[src/rtl/bt_packet_rx_if.sv]
// Joystick link bus: raw UART line into the receiver, decoded control word out.
interface bt_packet_rx_if;
  localparam int unsigned DATA_W = 20;

  logic              rx;
  logic              rx_vld;
  logic [DATA_W-1:0] rx_data;
  logic              frm_err;

  modport master (input rx, output rx_vld, output rx_data, output frm_err);
  modport slave  (output rx, input rx_vld, input rx_data, input frm_err);
endinterface

[src/rtl/bt_packet_rx.sv]
// 8N1 UART receiver that assembles three framed bytes into a 20-bit {X,Y}
// joystick word; incomplete, mis-framed or timed-out packets are dropped.
module bt_packet_rx #(
  parameter int unsigned CLK_HZ   = 50_000_000,
  parameter int unsigned BAUD     = 9600,
  parameter int unsigned GAP_BITS = 20,
  parameter logic [3:0]  MARKER   = 4'hA
) (
  input  logic           clk1,
  input  logic           RST,
  bt_packet_rx_if.master bus
);
  localparam int unsigned CLKS_PER_BIT = CLK_HZ / BAUD;
  localparam int unsigned HALF_BIT     = CLKS_PER_BIT / 2;
  localparam int unsigned CNT_W        = $clog2(CLKS_PER_BIT + 1);
  localparam int unsigned GAP_LIMIT    = GAP_BITS * CLKS_PER_BIT;
  localparam int unsigned GAP_W        = $clog2(GAP_LIMIT + 1);

  localparam logic [1:0] B_IDLE  = 2'd0;
  localparam logic [1:0] B_START = 2'd1;
  localparam logic [1:0] B_DATA  = 2'd2;
  localparam logic [1:0] B_STOP  = 2'd3;

  localparam logic [1:0] P_HUNT = 2'd0;
  localparam logic [1:0] P_GOT0 = 2'd1;
  localparam logic [1:0] P_GOT1 = 2'd2;

  logic             rx_meta_q, rx_sync_q, rx_prev_q;
  logic [1:0]       bit_st_q, bit_st_d;
  logic [CNT_W-1:0] cnt_q, cnt_d;
  logic [2:0]       bit_idx_q, bit_idx_d;
  logic [7:0]       shift_q, shift_d;
  logic [1:0]       pkt_st_q, pkt_st_d;
  logic [3:0]       x_hi_q, x_hi_d;
  logic [7:0]       b1_q, b1_d;
  logic [GAP_W-1:0] gap_q, gap_d;
  logic             rx_vld_q, rx_vld_d;
  logic [19:0]      rx_data_q, rx_data_d;
  logic             frm_err_q, frm_err_d;

  logic fall_c, byte_done_c, stop_bad_c;

  assign fall_c = rx_prev_q & ~rx_sync_q;

  // State register; synchronizer idles high so reset never looks like a start bit.
  always_ff @(posedge clk1) begin
    if (RST) begin
      rx_meta_q <= 1'b1;
      rx_sync_q <= 1'b1;
      rx_prev_q <= 1'b1;
      bit_st_q  <= B_IDLE;
      cnt_q     <= '0;
      bit_idx_q <= '0;
      shift_q   <= '0;
      pkt_st_q  <= P_HUNT;
      x_hi_q    <= '0;
      b1_q      <= '0;
      gap_q     <= '0;
      rx_vld_q  <= 1'b0;
      rx_data_q <= '0;
      frm_err_q <= 1'b0;
    end else begin
      rx_meta_q <= bus.rx;
      rx_sync_q <= rx_meta_q;
      rx_prev_q <= rx_sync_q;
      bit_st_q  <= bit_st_d;
      cnt_q     <= cnt_d;
      bit_idx_q <= bit_idx_d;
      shift_q   <= shift_d;
      pkt_st_q  <= pkt_st_d;
      x_hi_q    <= x_hi_d;
      b1_q      <= b1_d;
      gap_q     <= gap_d;
      rx_vld_q  <= rx_vld_d;
      rx_data_q <= rx_data_d;
      frm_err_q <= frm_err_d;
    end
  end

  // Bit FSM: centre-samples start, eight data bits LSB first, then stop.
  always_comb begin
    bit_st_d    = bit_st_q;
    cnt_d       = cnt_q;
    bit_idx_d   = bit_idx_q;
    shift_d     = shift_q;
    byte_done_c = 1'b0;
    stop_bad_c  = 1'b0;
    case (bit_st_q)
      B_IDLE: begin
        cnt_d = '0;
        if (fall_c) bit_st_d = B_START;
      end
      B_START: begin
        if (cnt_q == CNT_W'(HALF_BIT - 1)) begin
          cnt_d     = '0;
          bit_idx_d = '0;
          bit_st_d  = rx_sync_q ? B_IDLE : B_DATA;
        end else begin
          cnt_d = cnt_q + CNT_W'(1);
        end
      end
      B_DATA: begin
        if (cnt_q == CNT_W'(CLKS_PER_BIT - 1)) begin
          cnt_d     = '0;
          shift_d   = {rx_sync_q, shift_q[7:1]};
          bit_idx_d = bit_idx_q + 3'd1;
          if (bit_idx_q == 3'd7) bit_st_d = B_STOP;
        end else begin
          cnt_d = cnt_q + CNT_W'(1);
        end
      end
      default: begin
        if (cnt_q == CNT_W'(CLKS_PER_BIT - 1)) begin
          cnt_d       = '0;
          byte_done_c = rx_sync_q;
          stop_bad_c  = ~rx_sync_q;
          bit_st_d    = B_IDLE;
        end else begin
          cnt_d = cnt_q + CNT_W'(1);
        end
      end
    endcase
  end

  // Packet FSM with inter-byte gap timeout; timeout beats a coincident start edge.
  always_comb begin
    pkt_st_d  = pkt_st_q;
    x_hi_d    = x_hi_q;
    b1_d      = b1_q;
    gap_d     = gap_q;
    rx_vld_d  = 1'b0;
    rx_data_d = rx_data_q;
    frm_err_d = stop_bad_c;

    if (pkt_st_q == P_HUNT) begin
      gap_d = '0;
    end else if (gap_q == GAP_W'(GAP_LIMIT)) begin
      pkt_st_d = P_HUNT;
      gap_d    = '0;
    end else if (bit_st_q == B_IDLE) begin
      gap_d = fall_c ? '0 : gap_q + GAP_W'(1);
    end

    if (stop_bad_c) begin
      pkt_st_d = P_HUNT;
    end else if (byte_done_c) begin
      case (pkt_st_q)
        P_HUNT: begin
          if (shift_q[7:4] == MARKER) begin
            x_hi_d   = shift_q[3:0];
            pkt_st_d = P_GOT0;
          end
        end
        P_GOT0: begin
          b1_d     = shift_q;
          pkt_st_d = P_GOT1;
        end
        default: begin
          rx_data_d = {x_hi_q, b1_q, shift_q};
          rx_vld_d  = 1'b1;
          pkt_st_d  = P_HUNT;
        end
      endcase
    end
  end

  assign bus.rx_vld  = rx_vld_q;
  assign bus.rx_data = rx_data_q;
  assign bus.frm_err = frm_err_q;
endmodule

[src/flat_wrapper.sv]
// flat-port wrapper written by rule: the top's interface ports become plain ports
module bt_packet_rx_flat 
#(
  parameter int unsigned CLK_HZ   = 50_000_000,
  parameter int unsigned BAUD     = 9600,
  parameter int unsigned GAP_BITS = 20,
  parameter logic [3:0]  MARKER   = 4'hA
)
  (clk1, RST, bus_rx, bus_rx_vld, bus_rx_data, bus_frm_err);
  bt_packet_rx_if bus_i ();
  input  logic clk1;
  input  logic RST;
  input wire logic [$bits(bus_i.rx)-1:0] bus_rx;
  output wire logic [$bits(bus_i.rx_vld)-1:0] bus_rx_vld;
  output wire logic [$bits(bus_i.rx_data)-1:0] bus_rx_data;
  output wire logic [$bits(bus_i.frm_err)-1:0] bus_frm_err;
  assign bus_i.rx = bus_rx;
  assign bus_rx_vld = bus_i.rx_vld;
  assign bus_rx_data = bus_i.rx_data;
  assign bus_frm_err = bus_i.frm_err;
  bt_packet_rx #(.CLK_HZ(CLK_HZ), .BAUD(BAUD), .GAP_BITS(GAP_BITS), .MARKER(MARKER)) u_core (.clk1(clk1), .RST(RST), .bus(bus_i));
endmodule
[config.mk]
export PLATFORM = sky130hd
export DESIGN_NAME = bt_packet_rx_flat
export DESIGN_NICKNAME = d
export VERILOG_FILES = /design/src/rtl/bt_packet_rx_if.sv /design/src/rtl/bt_packet_rx.sv /design/src/flat_wrapper.sv
export SDC_FILE = /design/constraint.sdc
export NUM_CORES = 1
export LEC_CHECK = 0
export ABC_AREA = 0
export CORE_MARGIN = 1
export CORE_UTILIZATION = 55
export DETAILED_ROUTE_END_ITERATION = 6
export DONT_BUFFER_PORTS = 1
export GPL_ROUTABILITY_DRIVEN = 0
export GPL_TIMING_DRIVEN = 0
export PLACE_DENSITY_LB_ADDON = 0.08
export SLEW_MARGIN = 20
export SYNTH_ARGS = -nofsm -noshare
export SYNTH_HDL_FRONTEND = slang
export SYNTH_SLANG_ARGS = --single-unit
[constraint.sdc]
create_clock -name clk1 -period 2.65 [get_ports clk1]
set_clock_uncertainty 0.2 [all_clocks]
set_input_delay 0.6625 -clock clk1 [delete_from_list [all_inputs] [get_ports clk1]]
set_output_delay 0.6625 -clock clk1 [all_outputs]
set_load 0.01 [all_outputs]
## Word-level counts from Yosys, hierarchy flattened

Cells that the tools add are included.

- Register bits after elaboration: 82
- Input port bits: 3
- Logic and storage cells: 73

- $add $sub $neg: 3
- Eq/ne operators: 12
- Multiplexer cells: 24
- Bitwise logic cells: 5
- Reductions and logical operators: 15

Operator list:

| kind | number |
|---|---|
| $mux 13 | 2 |
| $pmux 13 s2 | 1 |
| $mux 2 | 10 |
| $add 17x1->17 const B | 1 |
| $eq 17x17->1 const B | 1 |
| $mux 17 | 1 |
| $add 13x1->13 const B | 1 |
| $eq 13x12->1 const B | 1 |
| $eq 13x13->1 const B | 1 |
| $reduce_and 3->1 | 3 |
| $reduce_or 3->1 | 3 |
| $ne 2x1->1 const B | 4 |
| $mux 3 | 2 |
| $pmux 2 s3 | 1 |
| $pmux 3 s2 | 1 |
| $mux 1 | 5 |
| $reduce_and 5->1 | 1 |
| $eq 2x1->1 const B | 2 |
| $eq 4x4->1 const B | 1 |
| $logic_not 2->1 | 2 |
| $not 1->1 | 4 |
| $pmux 2 s2 | 1 |
| $reduce_and 4->1 | 1 |
| $reduce_or 2->1 | 2 |
| 7 further kinds | 7 |

## Longest topological paths before layout

- Word-level depth: 6
- Depth in mapped cells: 8
- Mapped depth without buffers: 6

## Worst setup path before layout

No wires, ideal clock.

- Kind: flip-flop to flip-flop
- Start: register u_core.cnt_q[0]
- End: register u_core.rx_data_q[10], in the netlist u_core.bus.rx_data[10]
- Setup time: 0.132 ns
- Arrival time: 1.826 ns
- Data required time: 2.318 ns
- Path slack: 0.492 ns
- Cell stages (with the launch flop): 9
- Path through: dfxtp_1 -> ha_1 -> clkbuf_2 -> nand4bb_1 -> or4_1 -> buf_2 -> clkbuf_1 -> o21ai_0 -> a21oi_1

- Cells in the longest elaborated chain, start to end: 5
- Elaborated cells on any way between the ends: 7
- Those cells by class: eq/ne (1); mux (4); bitwise (1); reduce/logical (1)

RTL lines:

| item | RTL line | source |
|---|---|---|
| start, declared | bt_packet_rx.sv:30 | `logic [CNT_W-1:0] cnt_q, cnt_d;` |
| start signal, assigned | bt_packet_rx.sv:67 | `cnt_q <= cnt_d;` |
| $eq 13x13->1 (*) | bt_packet_rx.sv:113 | `if (cnt_q == CNT_W'(CLKS_PER_BIT - 1)) begin` |
| $mux 1 | bt_packet_rx.sv:113 |  |
| $mux 1 | bt_packet_rx.sv:88 | `case (bit_st_q)` |
| $not 1->1 (no line) | n/a |  |
| $reduce_and 3->1 (no line) (*) | n/a |  |
| end signal, assigned | bt_packet_rx.sv:75 | `rx_data_q <= rx_data_d;` |
| end, declared | bt_packet_rx.sv:38 | `logic [19:0] rx_data_q, rx_data_d;` |

Mark *: on every way between the ends. The rest lies on a longest branch, timed or not.
A chain may end at the register's enable or synchronous reset.

## Worst setup path in the final report

- Start: register u_core.cnt_q[0]
- End: register u_core.rx_data_q[13], in the netlist u_core.bus.rx_data[13]

The elaborated chain is that of the path after synthesis.

==> flow_summary.toml <==
[sta]
period_needed_ns = 2.39
timing.fmax_mhz = 418
final_max_slew_viol_count = 0
hold_viol_final = 0
fin_tns_setup_ns = 0
relSlewSlack = 0.594
fin_ws_ns = 0.256
setup_viol = 0
worstMarginPinSlew_ns = 0.601
period_share = 0.903
rsz0062_at_grt = "no"

[clock_tree]
cts_setup_buffers = 0
cts.sinks = 82
cts_buffer_depth = 2
htree_num_levels = 3
clk_pin_slew_ns = 0.09
clock_latency_ns = 0.36
cts_root_buffer = "clkbuf_8"
cts_tree = "built"
cts_buffers = 9

[pwr]
power_density_nw_per_um2 = 543
p_leak_nw = 1.20
total_power_mw = 2.23
ir_drop_mv = 0.273

[global_routing]
grt_overflow = 0
grt_max_degree = 16
grt_pass1_wl_um = 14400
first_global_vias = 3117
grt_util_all_layers = 0.253
antenna_found_initial = 0

[critical_path]
path_class = "register to register"
slowest_delay_ns = 0.43
path_cells = "ha_1 -> clkbuf_2 -> nand4bb_4 -> or4_1 -> buf_2 -> clkbuf_1 -> o21ai_0 -> a21oi_1"
crit_family = "simple AND/OR/NAND/NOR gates"
r2r_setup_slack_ns = 0.26
critPathMaxFanout = 10
critical_path_cell_count = 8
crit_buf_inv = 3
reg2regPathDepth = 8
end_kind = "register"
worstPathRequired_ns = 2.68
reg2reg_from = "u_core.cnt_q[0]$_SDFF_PP0_"
cp.arrival_ns = 2.43
slowest_stage = "or4_1"
critical_path.startpoint_type = "register"
rr_endpoint = "u_core.bus.rx_data[13]$_SDFFE_PP0P_"

[synth]
syn_nets = 455
ys_seq_elements = 82
synth_mux_area_frac = 0.00264
yosysTopAreaCellShare = 0.434
async_flop_share = 0
synth_compound_area_frac = 0.201
synth_area_leaders = "dfxtp_1 (43%), a21oi_1 (7.7%), nand3_1 (5.9%), o21ai_0 (5.0%), nor2_1 (2.7%)"
synth_top_family_by_area = "simple AND/OR/NAND/NOR gates"
avgSynthCellArea_um2 = 8.47
synth_xor_area_frac = 0.0254
yosysWarnings = 0
synth-edff-count = 0
ys_seq_area_frac = 0.434
yosys.area_share.adder = 0.0165
synth_most_common_cell = "dfxtp_1"
synth_ff_type = "dfxtp_1"
synthDistinctLibCells = 57
synth_area_um2 = 3790
synth_cells = 447
ys_top_cells_by_count = "dfxtp_1 (82), a21oi_1 (58), nand3_1 (45)"
synth-simple-area-share = 0.265
yosys.area.top_type = "dfxtp_1"

[finish]
final_cell_area_um2 = 4110
nets = 466
final_cells = 540
fillers = 586
area_growth_pct = 8.49
antenna_cells = 0
drive_gt1_frac = 0.104

[floorplan]
die_area_um2 = 7220
start_util = 0.583
ios = 25
die_h_um = 85.0
fp.dieW_um = 85.0
rows = 29
core_um2 = 6490

[placement]
dp.cells = 524
numPortBuffers = 0
post-place-ws_ns = 0.101
placed_cell_area_um2 = 3880
place.detailed.hpwl_um = 5890

[status]
violations = "design-rule violations"
status = "finished with violations"

[hold_path]
worstHoldStart = "u_core.rx_meta_q$_SDFF_PP1_"
whs_endpoint = "u_core.rx_sync_q$_SDFF_PP1_"
min_path_type = "register to register"
hold_path_depth = 1

[detailed_routing]
first_pass_iters = 7
drcViolationCount = 5
routed_wl_um = 8600
wl_per_cell_um = 15.9
vias = 3369
via_per_inst = 6.24
initialDrtViolationCount = 202
drtAntennaViolNets = 0

[run]
max_cap_violations = 0
-- power by group --
part | switching, mW | total [mW] | internal, mW
clock network | 0.489 | 0.931 | 0.442
logic | 0.0455 | 0.0614 | 0.0159
registers | 0.00358 | 1.24 | 1.23
total | 0.538 | 2.23 | 1.69
-- state kept, by name (all words and copies together) (netlist names), named ones only --
| register | count |
|---|---|
| u_core.rx_prev_q | 1 |
| u_core.cnt_q | 13 |
| u_core.bit_idx_q | 3 |
| u_core.bus.rx_data | 20 |
| u_core.b1_q | 8 |
| u_core.pkt_st_q | 1 |
| u_core.bus.frm_err | 1 |
| u_core.rx_meta_q | 1 |
| u_core.x_hi_q | 4 |
| u_core.bit_st_q | 2 |
| u_core.shift_q | 8 |
| u_core.bus.rx_vld | 1 |
| u_core.gap_q | 17 |
| u_core.rx_sync_q | 1 |
-- metrics by stage --
stage | hold WS (ns) | util
floorplan | 0.189 | -
global placement | 0.192 | 0.598
detailed placement | 0.193 | 0.598
CTS | 0.204 | 0.629
global route | 0.203 | 0.632
finish | 0.210 | 0.632
-- cell families after synthesis --
logic type / after synthesis
xor gates and xnor gates: 11
muxes: 1
AOI/OAI and AO/OA: 133
DFF: 82
and+or+nand+nor: 168
buffers and inverters: 47
adders and majority gates: 5
-- how the worst max path moves through the flow --
| stage | from | endpoint | slack [ns] |
|---|---|---|---|
| after floorplan | u_core.cnt_q[0]$_SDFF_PP0_ | u_core.bus.rx_data[10]$_SDFFE_PP0P_ | 0.49 |
| after global placement | u_core.cnt_q[0]$_SDFF_PP0_ | u_core.bit_idx_q[1]$_SDFFE_PP0P_ | 0.20 |
| after detailed placement | u_core.cnt_q[0]$_SDFF_PP0_ | u_core.bit_idx_q[1]$_SDFFE_PP0P_ | 0.10 |
| after CTS | u_core.cnt_q[0]$_SDFF_PP0_ | u_core.bit_idx_q[1]$_SDFFE_PP0P_ | 0.06 |
| after global routing | u_core.cnt_q[0]$_SDFF_PP0_ | u_core.bus.rx_data[14]$_SDFFE_PP0P_ | 0.07 |
| final | u_core.cnt_q[0]$_SDFF_PP0_ | u_core.bus.rx_data[13]$_SDFFE_PP0P_ | 0.26 |
-- final cells by class --
class,instances,area (um^2),area share
inverter,11,41.3,0.0101
sequential,82,1640,0.400
tap,77,96.3,0.0235
multi-input combinational,318,1960,0.477
clock inverter,7,76.3,0.0186
clock buffer,9,124,0.0302
buffer,36,170,0.0414
-- cell usage in the layout, fill, tap and decap left out, types with 5 or more instances in the layout --
| master | Yosys | final |
|---|---|---|
| a21oi_1 | 58 | 58 |
| a31oi_1 | 6 | 6 |
| buf_2 | 8 | 8 |
| clkbuf_1 | 21 | 21 |
| clkbuf_8 | 0 | 9 |
| dfxtp_1 | 82 | 82 |
| ha_1 | 5 | 5 |
| inv_1 | 11 | 11 |
| nand2_1 | 19 | 19 |
| nand2b_1 | 8 | 8 |
| nand3_1 | 45 | 45 |
| nand4_1 | 13 | 13 |
| nor2_1 | 27 | 27 |
| nor3_1 | 5 | 5 |
| o21ai_0 | 38 | 37 |
| o31ai_1 | 9 | 9 |
| or2_2 | 5 | 5 |
| or4_1 | 8 | 8 |
| xnor2_1 | 9 | 9 |
-- per-layer routing --
| metal | wire length (um) | vias to the layer above | GRT usage | share of wire |
|---|---|---|---|---|
| met2 | 3960 | 111 | 0.402 | 0.46 |
| met1 | 3970 | 1563 | 0.334 | 0.46 |
| met5 | 0 | - | 0 | 0 |
| met3 | 480 | 20 | 0.0525 | 0.056 |
| li1 | - | 1675 | - | - |
| met4 | 190 | 0 | 0.109 | 0.022 |
-- timing repair --
action | CTS | global route
setup endpoints to repair | 0 | 12
hold buffers | 0 | 0
resized for setup | 0 | 4
No activity file was read; power rests on OpenSTA's default activity.
